`config.mk`:
```
export PLATFORM = sky130hd
export DESIGN_NAME = clip_tri_emitter
export DESIGN_NICKNAME = d
export VERILOG_FILES = /design/src/rtl/clip_tri_emitter.sv
export SDC_FILE = /design/constraint.sdc
export NUM_CORES = 2
export LEC_CHECK = 0
export CAP_MARGIN = 20
export CORE_AREA = 2 2 352 354
export DETAILED_ROUTE_END_ITERATION = 8
export DIE_AREA = 0 0 354 356
export GPL_TIMING_DRIVEN = 0
export HOLD_SLACK_MARGIN = 0.1
export PLACE_DENSITY = 0.53
export SLEW_MARGIN = 20
export SYNTH_ARGS = -nofsm -noshare
export SYNTH_HDL_FRONTEND = slang
export SYNTH_SLANG_ARGS = --single-unit
```
`constraint.sdc`:
```
create_clock -name clk_i -period 2.5 [get_ports clk_i]
set_clock_uncertainty 0.1 [all_clocks]
set_input_delay 0.375 -clock clk_i [delete_from_list [all_inputs] [get_ports clk_i]]
set_output_delay 0.375 -clock clk_i [all_outputs]
set_load 0.1 [all_outputs]
```
`src/rtl/clip_tri_emitter.sv`:
```
// Sequences one clip job: starts the clipper, captures its result, and emits
// up to two triangles downstream with valid/ready handshaking and counters.
module clip_tri_emitter #(
    parameter int WIDTH   = 24,
    parameter int TIMEOUT = 64
) (
    input  logic                clk_i,
    input  logic                reset_n,
    input  logic                in_valid_i,
    output logic                in_ready_o,
    output logic                busy_o,
    output logic                clip_start_o,
    input  logic                clip_done_i,
    input  logic                clip_valid_i,
    input  logic [1:0]          clip_num_tri_i,
    input  logic [24*WIDTH-1:0] clip_verts_i,
    output logic                out_valid_o,
    input  logic                out_ready_i,
    output logic [12*WIDTH-1:0] out_tri_o,
    output logic                out_last_o,
    output logic [15:0]         tri_count_o,
    output logic [15:0]         cull_count_o,
    output logic                error_o
);
    localparam int TRI_W = 12 * WIDTH;
    localparam int CNT_W = (TIMEOUT > 1) ? $clog2(TIMEOUT) : 1;
    localparam logic [CNT_W-1:0] TMO_LAST = CNT_W'(TIMEOUT - 1);

    typedef enum logic [2:0] {
        ST_IDLE,
        ST_WAIT_DONE,
        ST_RELEASE,
        ST_EMIT0,
        ST_EMIT1
    } state_t;

    state_t              state_q, state_d;
    logic                clip_start_q, clip_start_d;
    logic [CNT_W-1:0]    tmo_cnt_q, tmo_cnt_d;
    logic [2*TRI_W-1:0]  cap_verts_q, cap_verts_d;
    logic [1:0]          cap_num_q, cap_num_d;
    logic                cap_valid_q, cap_valid_d;
    logic                discard_q, discard_d;
    logic                out_valid_q, out_valid_d;
    logic [TRI_W-1:0]    out_tri_q, out_tri_d;
    logic                out_last_q, out_last_d;
    logic [15:0]         tri_count_q, tri_count_d;
    logic [15:0]         cull_count_q, cull_count_d;
    logic                error_q, error_d;
    logic [1:0]          eff_num;

    // A reported count of 3 cannot be represented by two vertex slots; emit one.
    assign eff_num = (cap_num_q == 2'd3) ? 2'd1 : cap_num_q;

    always_comb begin
        // NOTE: every variable gets its hold value first so no path leaves it unassigned (no latch).
        state_d      = state_q;
        clip_start_d = clip_start_q;
        tmo_cnt_d    = tmo_cnt_q;
        cap_verts_d  = cap_verts_q;
        cap_num_d    = cap_num_q;
        cap_valid_d  = cap_valid_q;
        discard_d    = discard_q;
        out_valid_d  = out_valid_q;
        out_tri_d    = out_tri_q;
        out_last_d   = out_last_q;
        tri_count_d  = tri_count_q;
        cull_count_d = cull_count_q;
        error_d      = error_q;

        unique case (state_q)
            ST_IDLE: begin
                if (in_valid_i) begin
                    state_d      = ST_WAIT_DONE;
                    clip_start_d = 1'b1;
                    tmo_cnt_d    = '0;
                end
            end
            ST_WAIT_DONE: begin
                if (clip_done_i) begin
                    cap_verts_d  = clip_verts_i;
                    cap_num_d    = clip_num_tri_i;
                    cap_valid_d  = clip_valid_i;
                    discard_d    = 1'b0;
                    clip_start_d = 1'b0;
                    state_d      = ST_RELEASE;
                end else if (tmo_cnt_q == TMO_LAST) begin
                    error_d      = 1'b1;
                    discard_d    = 1'b1;
                    clip_start_d = 1'b0;
                    state_d      = ST_RELEASE;
                end else begin
                    tmo_cnt_d = tmo_cnt_q + CNT_W'(1);
                end
            end
            ST_RELEASE: begin
                // Wait for done to drop so the clipper is idle before the next start.
                if (!clip_done_i) begin
                    if (discard_q) begin
                        state_d = ST_IDLE;
                    end else if (!cap_valid_q || cap_num_q == 2'd0) begin
                        state_d = ST_IDLE;
                        if (cull_count_q != 16'hFFFF) cull_count_d = cull_count_q + 16'd1;
                    end else begin
                        state_d     = ST_EMIT0;
                        out_valid_d = 1'b1;
                        out_tri_d   = cap_verts_q[TRI_W-1:0];
                        out_last_d  = (eff_num == 2'd1);
                    end
                end
            end
            ST_EMIT0: begin
                if (out_ready_i) begin
                    tri_count_d = tri_count_q + 16'd1;
                    if (eff_num == 2'd2) begin
                        state_d    = ST_EMIT1;
                        out_tri_d  = cap_verts_q[2*TRI_W-1:TRI_W];
                        out_last_d = 1'b1;
                    end else begin
                        state_d     = ST_IDLE;
                        out_valid_d = 1'b0;
                        out_last_d  = 1'b0;
                    end
                end
            end
            ST_EMIT1: begin
                if (out_ready_i) begin
                    tri_count_d = tri_count_q + 16'd1;
                    state_d     = ST_IDLE;
                    out_valid_d = 1'b0;
                    out_last_d  = 1'b0;
                end
            end
            default: state_d = ST_IDLE;
        endcase
    end

    always_ff @(posedge clk_i or negedge reset_n) begin
        if (!reset_n) begin
            state_q      <= ST_IDLE;
            clip_start_q <= 1'b0;
            tmo_cnt_q    <= '0;
            // NOTE: capture registers are reset as well so a reset leaves no stale job data.
            cap_verts_q  <= '0;
            cap_num_q    <= '0;
            cap_valid_q  <= 1'b0;
            discard_q    <= 1'b0;
            out_valid_q  <= 1'b0;
            out_tri_q    <= '0;
            out_last_q   <= 1'b0;
            tri_count_q  <= '0;
            cull_count_q <= '0;
            error_q      <= 1'b0;
        end else begin
            // NOTE: non-blocking assignments so all flops update together from pre-edge values.
            state_q      <= state_d;
            clip_start_q <= clip_start_d;
            tmo_cnt_q    <= tmo_cnt_d;
            cap_verts_q  <= cap_verts_d;
            cap_num_q    <= cap_num_d;
            cap_valid_q  <= cap_valid_d;
            discard_q    <= discard_d;
            out_valid_q  <= out_valid_d;
            out_tri_q    <= out_tri_d;
            out_last_q   <= out_last_d;
            tri_count_q  <= tri_count_d;
            cull_count_q <= cull_count_d;
            error_q      <= error_d;
        end
    end

    assign in_ready_o   = (state_q == ST_IDLE);
    assign busy_o       = (state_q != ST_IDLE);
    assign clip_start_o = clip_start_q;
    assign out_valid_o  = out_valid_q;
    assign out_tri_o    = out_tri_q;
    assign out_last_o   = out_last_q;
    assign tri_count_o  = tri_count_q;
    assign cull_count_o = cull_count_q;
    assign error_o      = error_q;

endmodule

```
==> run summary <==
- complete, but fails checks — outcome
- negative hold slack — failing checks
- 913 — post-synthesis sequential element count
- 125,000 um — final wirelength
- 412 MHz — fmax
- 0 — post-route antenna net violation count
- 5,180 — number of non-filler instances in the completed layout
- flip-flop — kind of start point of the critical path
- 123 — pin count of the biggest net entering global routing
- 1.12 ns — slew at the pin with the worst max-slew slack
- 22.5 nW — Lkg Pwr
- 0 — drc violations
- 15.9 um2 — mean instance size in the synthesized netlist
- 0 — # Max-Cap Violations
- 22,900 um2 — storage element area
- -1.80 ns — worst slack after detailed placement
- 129 — Site Rows
- 0.06 ns — clock slew at the register clock pins of the worst setup and hold paths
- 95 — final hold violations
- 0 — Syn. warnings
- output port — type of destination of the critical path
- 0.385 — fraction of layout instances using a drive strength above 1
- 0.603 — share of the yosys chip area belonging to registers
- 4.59 — per-cell via count in the routed design
- 123,000 um2 — total core area
- out_tri_o[204] — crit path from
- 0.309 — starting utilization of the core area
- 909 — number of I/O port buffers
- 0 — residual overflow from global routing
- 105 — clock buffer count from CTS
- 0.799 — final weighted congestion in routability-driven placement
- 14,200 um2 — area taken by multi-input logic gates
- 64 — initial antenna violation count
- 0.258 — headroom to the max-slew limit
- 2.43 ns — final critical delay including setup and external delays
- sky130_fd_sc_hd__clkbuf_16 — clock tree root driver cell
- 24.2 um — post-DR wirelength/cell
- 0 — final setup violating endpoints
- 11,400 — total of fill cells in the finished design
- 3 — total number of H-tree levels
- 49,300 um2 — Placement Cell Area
- 25,600 — via count of the first global-routing pass
- in -> async — Tightest Hold Check Type
- 910 — count of boundary I/O pins
- 52,800 um2 — final instance area
- state_q[2] — Critical R2R Launch
- 3 — CTS Buffer Depth
- 0.0701 ns — minimum setup slack in the final design
- 913 — clock sink count
- 356 um — Die Span Y
- 126,000 um2 — Die Area
- 94,100 um — Post-DP HPWL
- done — CTS tree
- buffers and inverters — kind of cell adding the most delay to the critical path
- 4,008 — Net count, final
- 181,000 um — wire length of the first global-routing pass
- 0.972 — fraction of the cycle the final worst path needs
- 0.69 ns — clk_lat worst skew
- 1.00 — FFs w/ async S/R, synth
- sky130_fd_sc_hd__dlygate4sd2_1 — CP max-delay cell
- 2 — Critical Path Fanout Max
- -0.498 ns — hold slack
- 0 — Pins Over Slew Limit
- 1.95 ns — critical path arrival
- 354 um — width of the die
- sky130_fd_sc_hd__dfrtp_1 — top flip-flop cell by instance count after synthesis
- 49 — number of unique standard cell types used by synthesis
- 0.92 ns — slowest stage delay, CP
- 23,800 — via total after detailed routing
- 1580 nW/um2 — power density cells
- 1 — count of buffering cells on the critical path with inverters included
- 1,002 — detailed router's first-iteration violation count
- 0.00104 V — largest voltage drop on the vdd net
- reg -> out — type of the setup path with the least slack
- 2.03 ns — CP required
- 4,943 — Placed Cells
- sky130_fd_sc_hd__mux2_2 — most common library cell in the layout ignoring fill and taps
- 2,976 — syn_nets
- dlygate4sd2_1 — chain of cells forming the critical path
- 0.196 — all-layer global routing usage
- 37,900 um2 — cell area after synthesis
- 0 — Post-synth EDFFs
- 937 x sky130_fd_sc_hd__mux2_2, 905 x sky130_fd_sc_hd__dfrtp_1, 582 x sky130_fd_sc_hd__clkdlybuf4s50_1 — highest-count cells in the layout ignoring fill and taps
- 4 — Initial DRT Pass Iterations
- 39.4% — area grow syn2layout
- 2,389 — Post-Syn Instances
-- through the flow --
| stage | power, W | TNS (ns) | utilization |
|---|---|---|---|
| 2_1_floorplan | 0.0576 | 0 | - |
| 3_3_place_gp | 0.0697 | - | 0.400 |
| 3_5_place_dp | 0.0700 | -1201.99 | 0.402 |
| 4_1_cts | 0.0843 | -0.0435 | 0.430 |
| 5_1_grt | 0.0874 | -0.00369 | 0.430 |
| 6_report | 0.0832 | 0 | 0.431 |
-- registers in the layout, summed over array words and instances, names as in the netlist, 2 cells and up --
signal	count
state_q	3
tmo_cnt_q	6
cap_verts_q	576
tri_count_o	16
out_tri_o	288
cull_count_o	16
cap_num_q	2
-- routing by layer --
layer	track usage	wire [um]	vias up	share of wire
li1	-	-	10700	-
met1	0.223	48000	12100	0.38
met2	0.333	63200	655	0.50
met3	0.0732	9940	231	0.079
met4	0.0786	4020	54	0.032
met5	0.000755	333	-	0.0027
-- kinds of logic after synthesis --
logic type / Yosys count / share of synthesized area
adders and majority gates: 3 / 0.000991
AOI/OAI and AO/OA: 41 / 0.00806
xor gates and xnor gates: 29 / 0.00670
muxes: 1160 / 0.345
DFF: 913 / 0.603
buffers and inverters: 143 / 0.0222
and+or+nand+nor: 100 / 0.0143
-- worst reg2reg max path: stages, from the launching register on --
cell,delay [ns]
sky130_fd_sc_hd__dfrtp_2,0.48
sky130_fd_sc_hd__or4b_4,0.55
sky130_fd_sc_hd__nor2_4,0.12
sky130_fd_sc_hd__o221ai_4,0.15
sky130_fd_sc_hd__buf_16,0.19
sky130_fd_sc_hd__buf_6,0.18
sky130_fd_sc_hd__buf_4,0.20
sky130_fd_sc_hd__mux2_1,0.33
-- final timing paths --
| check | endpoint | slack (ns) | cells past startpoint |
|---|---|---|---|
| setup / recovery | out_tri_o[204] | 0.07 | 1 |
| hold / removal | out_tri_o[264] | -0.50 | 1 |
| setup reg to reg | out_tri_o[268] | 0.07 | 7 |
| hold reg to reg | error_o | 0.37 | 1 |
| max in group asynchronous | out_tri_o[123] | 0.68 | 5 |
| min in group clk_i | cap_verts_q[32] | 0.19 | 2 |
-- timing repair --
| action | CTS | global route |
|---|---|---|
| buffers inserted | 5 | 0 |
| pin swaps | 2 | 0 |
| resized for setup | 542 | 80 |
| hold endpoints to repair | 235 | 218 |
| cloned | 1 | 1 |
| setup endpoints to repair | 1350 | 470 |
| hold buffers | 1 | 1 |
-- area by class of cell --
| cell class | instances | share of cell area |
|---|---|---|
| sequential | 913 | 0.433 |
| multi-input combinational | 1333 | 0.270 |
| clock buffer | 150 | 0.0569 |
| timing repair buffer | 926 | 0.174 |
| clock inverter | 41 | 0.00753 |
| inverter | 9 | 0.000711 |
| tap | 1637 | 0.0388 |
| buffer | 133 | 0.0176 |
| antenna | 38 | 0.00180 |
-- power by group --
part	internal (W)	switching [W]	leakage, nW	total [W]
sequential	0.0222	0.00375	10.9	0.0260
combinational	0.0143	0.0276	9.94	0.0419
clock	0.00888	0.00648	1.69	0.0154
-- synthesized netlist by cell type (4+ instances only) --
master	instances	share of area
sky130_fd_sc_hd__a211oi_1	4	0.00079
sky130_fd_sc_hd__and2_1	4	0.00066
sky130_fd_sc_hd__and3_1	4	0.00066
sky130_fd_sc_hd__buf_1	18	0.0018
sky130_fd_sc_hd__buf_2	50	0.0066
sky130_fd_sc_hd__buf_4	18	0.0036
sky130_fd_sc_hd__buf_6	23	0.0068
sky130_fd_sc_hd__clkbuf_1	25	0.0025
sky130_fd_sc_hd__dfrtp_1	913	0.60
sky130_fd_sc_hd__inv_1	9	0.00089
sky130_fd_sc_hd__mux2_1	221	0.066
sky130_fd_sc_hd__mux2_2	937	0.28
sky130_fd_sc_hd__nand2_1	22	0.0022
sky130_fd_sc_hd__nand3_1	16	0.0021
sky130_fd_sc_hd__nand4_1	8	0.0013
sky130_fd_sc_hd__nor2_1	13	0.0013
sky130_fd_sc_hd__nor3_1	7	0.00092
sky130_fd_sc_hd__nor4_1	5	0.00083
sky130_fd_sc_hd__o211ai_1	8	0.0016
sky130_fd_sc_hd__o21ai_0	9	0.0012
sky130_fd_sc_hd__xnor2_1	26	0.0060
No activity file was read; power rests on OpenSTA's default activity.
==> variant 1, RTL diff (same settings) <==
The parameter `TIMEOUT` goes from 64 to 32.
--- a/src/rtl/clip_tri_emitter.sv
+++ b/src/rtl/clip_tri_emitter.sv
@@ -2,7 +2,7 @@
 // up to two triangles downstream with valid/ready handshaking and counters.
 module clip_tri_emitter #(
     parameter int WIDTH   = 24,
-    parameter int TIMEOUT = 64
+    parameter int TIMEOUT = 32
 ) (
     input  logic                clk_i,
     input  logic                reset_n,
Function: not settled (the Yosys comparison gave no result); the edit may change what the design does.
==> variant 1 against the original RTL <==
The flow finishes with violations (negative hold slack, negative setup slack); sequential cell count down 1; final area rose by 4.5%; routed wire length is 7.7% higher; critical path type is now reg -> reg; worst setup slack got worse by 180 ps; synthesized area down 0.11%; cell count grew 13%; power shrank 1.7%; critical path depth increased by 8.
==> variant 1: results (changes against the original RTL) <==
Reg2Reg Depth 9 (+2); Seq/Total Area, Yosys 60.3% (about the same); failing checks negative hold slack, negative setup slack; clock-cell share of area 6.52% (+0.074 points); ranking of synthesized cells by area dfrtp_1 (60%), mux2_2 (23%), nand2_1 (8.7%); Post-CTS Resized 596 (+10%); hold_ws -104 ps (+394 ps); Synth Area in Adders 0.132% (+0.033 points); placed cell areas 49,300 sq um (about the same); Pleak 25.8 nW (+14%); Power Density 1480 nW/um^2 (-5.9%); area of the multi-input gates 15,000 sq um (+5.6%); Final Hold Viols 95 (unchanged); worst setup margin -108 ps (-178 ps); internal power 0.0450 W (-0.72%); share of cells above drive strength 1 31.9% (-6.6 points); status finished, violations left; DP Cell Count 5,542 (+12%); vias in the first global route 28,600 (+12%); Unique masters post-synth 50 (+2.0%); GRT Overall Usage 20.9% (+1.3 points); DR pass1 iterations 5 (+1); GPL Wtd Cong 0.826 (+3.4%); sequential cell area 22,800 sq um (about the same); endpoints failing setup 161 (+161); GR Util met2 34.5% (+1.2 points); CTS Buf Count 106 (+0.95%)
## variant 1: cell types whose count changed after synthesis, moves of 5 or more
cell,change
nand2_1,+857
xor2_1,+12
mux2_2,-149
buf_6,-21
mux2_1,-139
clkbuf_1,+49
nand3_1,-6
buf_2,+16
buf_4,+8
a22o_1,+5
xnor2_1,-13
buf_1,-18
o211ai_1,-6
## variant 1: per-stage QoR
| stage | hold WS (ps) | total power (W) | setup TNS (ps) | setup slack, ps |
|---|---|---|---|---|
| CTS | -130 | 0.0822 | -48260 | -244 |
| floorplan | -20.6 | 0.0535 | 0 | 82.6 |
| finish | -104 | 0.0818 | -8400 | -108 |
| global placement | 357 | 0.0644 | - | -47440 |
| global route | -79.3 | 0.0860 | -23070 | -179 |
| detailed placement | 178 | 0.0647 | -874670 | -1630 |
## variant 1: tightest hold or removal path, cell delays in order
cell and delay, ps:
buf_16 80, buf_16 90, buf_16 100, buf_16 120
buf_16 380
==> variant 2, RTL diff (config.mk and constraints unchanged) <==
Without the edit above. Put one more register stage on the output `tri_count_o`, with the module's reset. The value now appears one clock later. The other outputs are not delayed to match.
--- a/src/rtl/clip_tri_emitter.sv
+++ b/src/rtl/clip_tri_emitter.sv
@@ -175,7 +175,13 @@
     assign out_valid_o  = out_valid_q;
     assign out_tri_o    = out_tri_q;
     assign out_last_o   = out_last_q;
-    assign tri_count_o  = tri_count_q;
+    always_ff @(posedge clk_i or negedge reset_n) begin
+        if (!reset_n) begin
+            tri_count_o <= '0;
+        end else begin
+            tri_count_o <= tri_count_q;
+        end
+    end
     assign cull_count_o = cull_count_q;
     assign error_o      = error_q;
 
Check against the original RTL: not settled (the Yosys comparison gave no result); the edit may change what the design does.
==> variant 2 against the original RTL <==
The flow still finishes with violations (negative hold slack); critical path depth is the same; sequential cell count increased by 16; power is 5.2% higher; worst setup slack lost 16 ps; synthesized area increased by 1.1%; routed wire length grew 18%; combinational power rose by 8.4%; final area increased by 0.89%; critical endpoint is now out_tri_o[210]; largest power group unchanged.
==> variant 2: results (changes against the original RTL) <==
Synth Area in Compound Gates 10.9% (+10 points); DP Cell Count 5,657 (+14%); Post-Syn Nets 3,693 (+24%); CP top delay family buffers and inverters; DR pass1 iterations 5 (+1); post-synthesis xor/xnor area fraction 0.686% (+0.016 points); clock transition at the registers of the reported paths 60 ps (about the same); Final nets 4,729 (+18%); routed via count 30,000 (+26%); Seq/Total Area, Yosys 60.7% (+0.41 points); Iter 0 DRT Violations 2,218 (+120%); CTS H-tree lvls 3 (unchanged); GR Util met2 37.9% (+4.6 points); # fillers 11,800 (+2.9%); final WL 148,000 um (+18%); ranking of synthesized cells by area dfrtp_1 (61%), mux2_2 (17%), a41oi_1 (6.6%); vias in the first global route 30,900 (+21%); mux share of post-synthesis cell area 17.1% (-17 points); Reg with most FFs cap_verts_q; Synth top cells by count dfrtp_1 (929), nand2_1 (598), mux2_2 (579), a21oi_1 (294), a41oi_1 (288); M3 GR Usage 6.39% (-0.93 points); worst slew pin tran 1100 ps (-13.3 ps); GPL Wtd Cong 0.852 (+6.7%); antenna violations before repair 60 (-6.3%); dpl hpwl 108,000 um (+15%); Critical Path Max Stage Delay 920 ps (about the same); hold_ws -502 ps (-3.18 ps); post-DR vias/cell 5.10 (+11%); Avg Cell Area, Syn 12.3 sq um (-22%); Synth Area in Adders 0.0980% (-0.0011 points); Hold Path Class in -> async; number of buffers added on ports 907 (-0.22%); global-route wire length before repair 215,000 um (+19%); Syn. warnings 0 (unchanged); CTS Buf Count 105 (unchanged); Pleak 22.4 nW (-0.83%); Unique masters post-synth 56 (+14%); Final Slew Violations 0 (unchanged); Synth async-reset ratio 100% (unchanged); met1 usage 28.6% (+6.3 points); pin count of the biggest net entering global routing 140 (+14%); slowest cell on the critical path clkdlybuf4s15_1; status finished, violations left; Worst IR Drop VDD 1200 uV (+15%); clock buffer depth 3 (unchanged); flip-flop count of the largest register after layout 576 (unchanged); post-detailed-route count of antenna-violating nets 0 (unchanged); GRT Overall Usage 22.9% (+3.3 points); Final Hold Viols 129 (+36%); critical path arrival 1970 ps (+20 ps); failing checks negative hold slack; share of cells above drive strength 1 25.4% (-13 points)
## variant 2: cell count changes after synthesis, sizes merged, moves of 7 or more
cell,change
mux2,-578
nand2,+576
a21oi,+291
a41oi,+288
clkbuf,+77
buf,+54
dfrtp,+16
o211ai,-7
## variant 2: per-layer routing
metal | vias to the layer above | routed length [um]
met5 | - | 351
met4 | 56 | 4590
met3 | 259 | 10500
met2 | 953 | 72300
met1 | 15400 | 59900
li1 | 13300 | -
## variant 2: repair_timing
action	CTS	global route
pin swaps	1	1
endpoints found under the setup margin	1196	486
cloned	0	1
endpoints found under the hold margin	308	150
gates resized for setup	551	122
hold buffers	3	2
buffers inserted	9	4
## variant 2: final cells by class
class | instances | area share [%]
well taps | 1637 | 3.84
plain buffers | 261 | 2.72
flip-flops and latches | 929 | 43.7
clock buffers | 160 | 5.87
inverters | 9 | 0.0681
diodes | 28 | 0.131
repair buffers | 933 | 17.3
multi-input cells | 1903 | 26.0
clock inverters | 26 | 0.456
## variant 2: per-stage QoR
step                      util [%]  hold WS [ps]  instance area, sq um  setup slack, ps
after floorplan                  -         -20.6                 38300             -121
after global placement        40.3           304                 49400           -47880
after detailed placement      40.5           231                 49600             -874
after CTS                     43.2          -521                 53000            -5.81
after global routing          43.4          -488                 53300            -14.0
final                         43.4          -502                 53300             54.3
## variant 2: report_power, final
part	total (W)	internal [W]	switching [W]
Combinational	0.0454	0.0126	0.0328
Sequential	0.0268	0.0225	0.00431
Clock	0.0153	0.00880	0.00650
## variant 2: final timing paths
kind	from	to	slack, ps	cells past startpoint
max in group asynchronous	reset_n	cap_verts_q[417]	590	4
setup reg to reg	state_q[2]	out_tri_o[267]	100	6
min in group clk_i	clip_done_i	cull_count_o[10]	150	4
hold reg to reg	tri_count_q[15]	tri_count_o[15]	300	0
hold / removal	reset_n	cap_verts_q[279]	-500	1
setup / recovery	out_tri_o[210]	out_tri_o[210]	50	1
## variant 2: logic make-up (layout without fill, tap and decap cells)
| family | Yosys count | after routing |
|---|---|---|
| and+or+nand+nor | 682 | 682 |
| xor gates and xnor gates | 30 | 30 |
| buffers and inverters | 274 | 1389 |
| AOI/OAI and AO/OA | 606 | 606 |
| DFF | 929 | 929 |
| other | 0 | 28 |
| muxes | 582 | 582 |
| adders and majority gates | 3 | 3 |
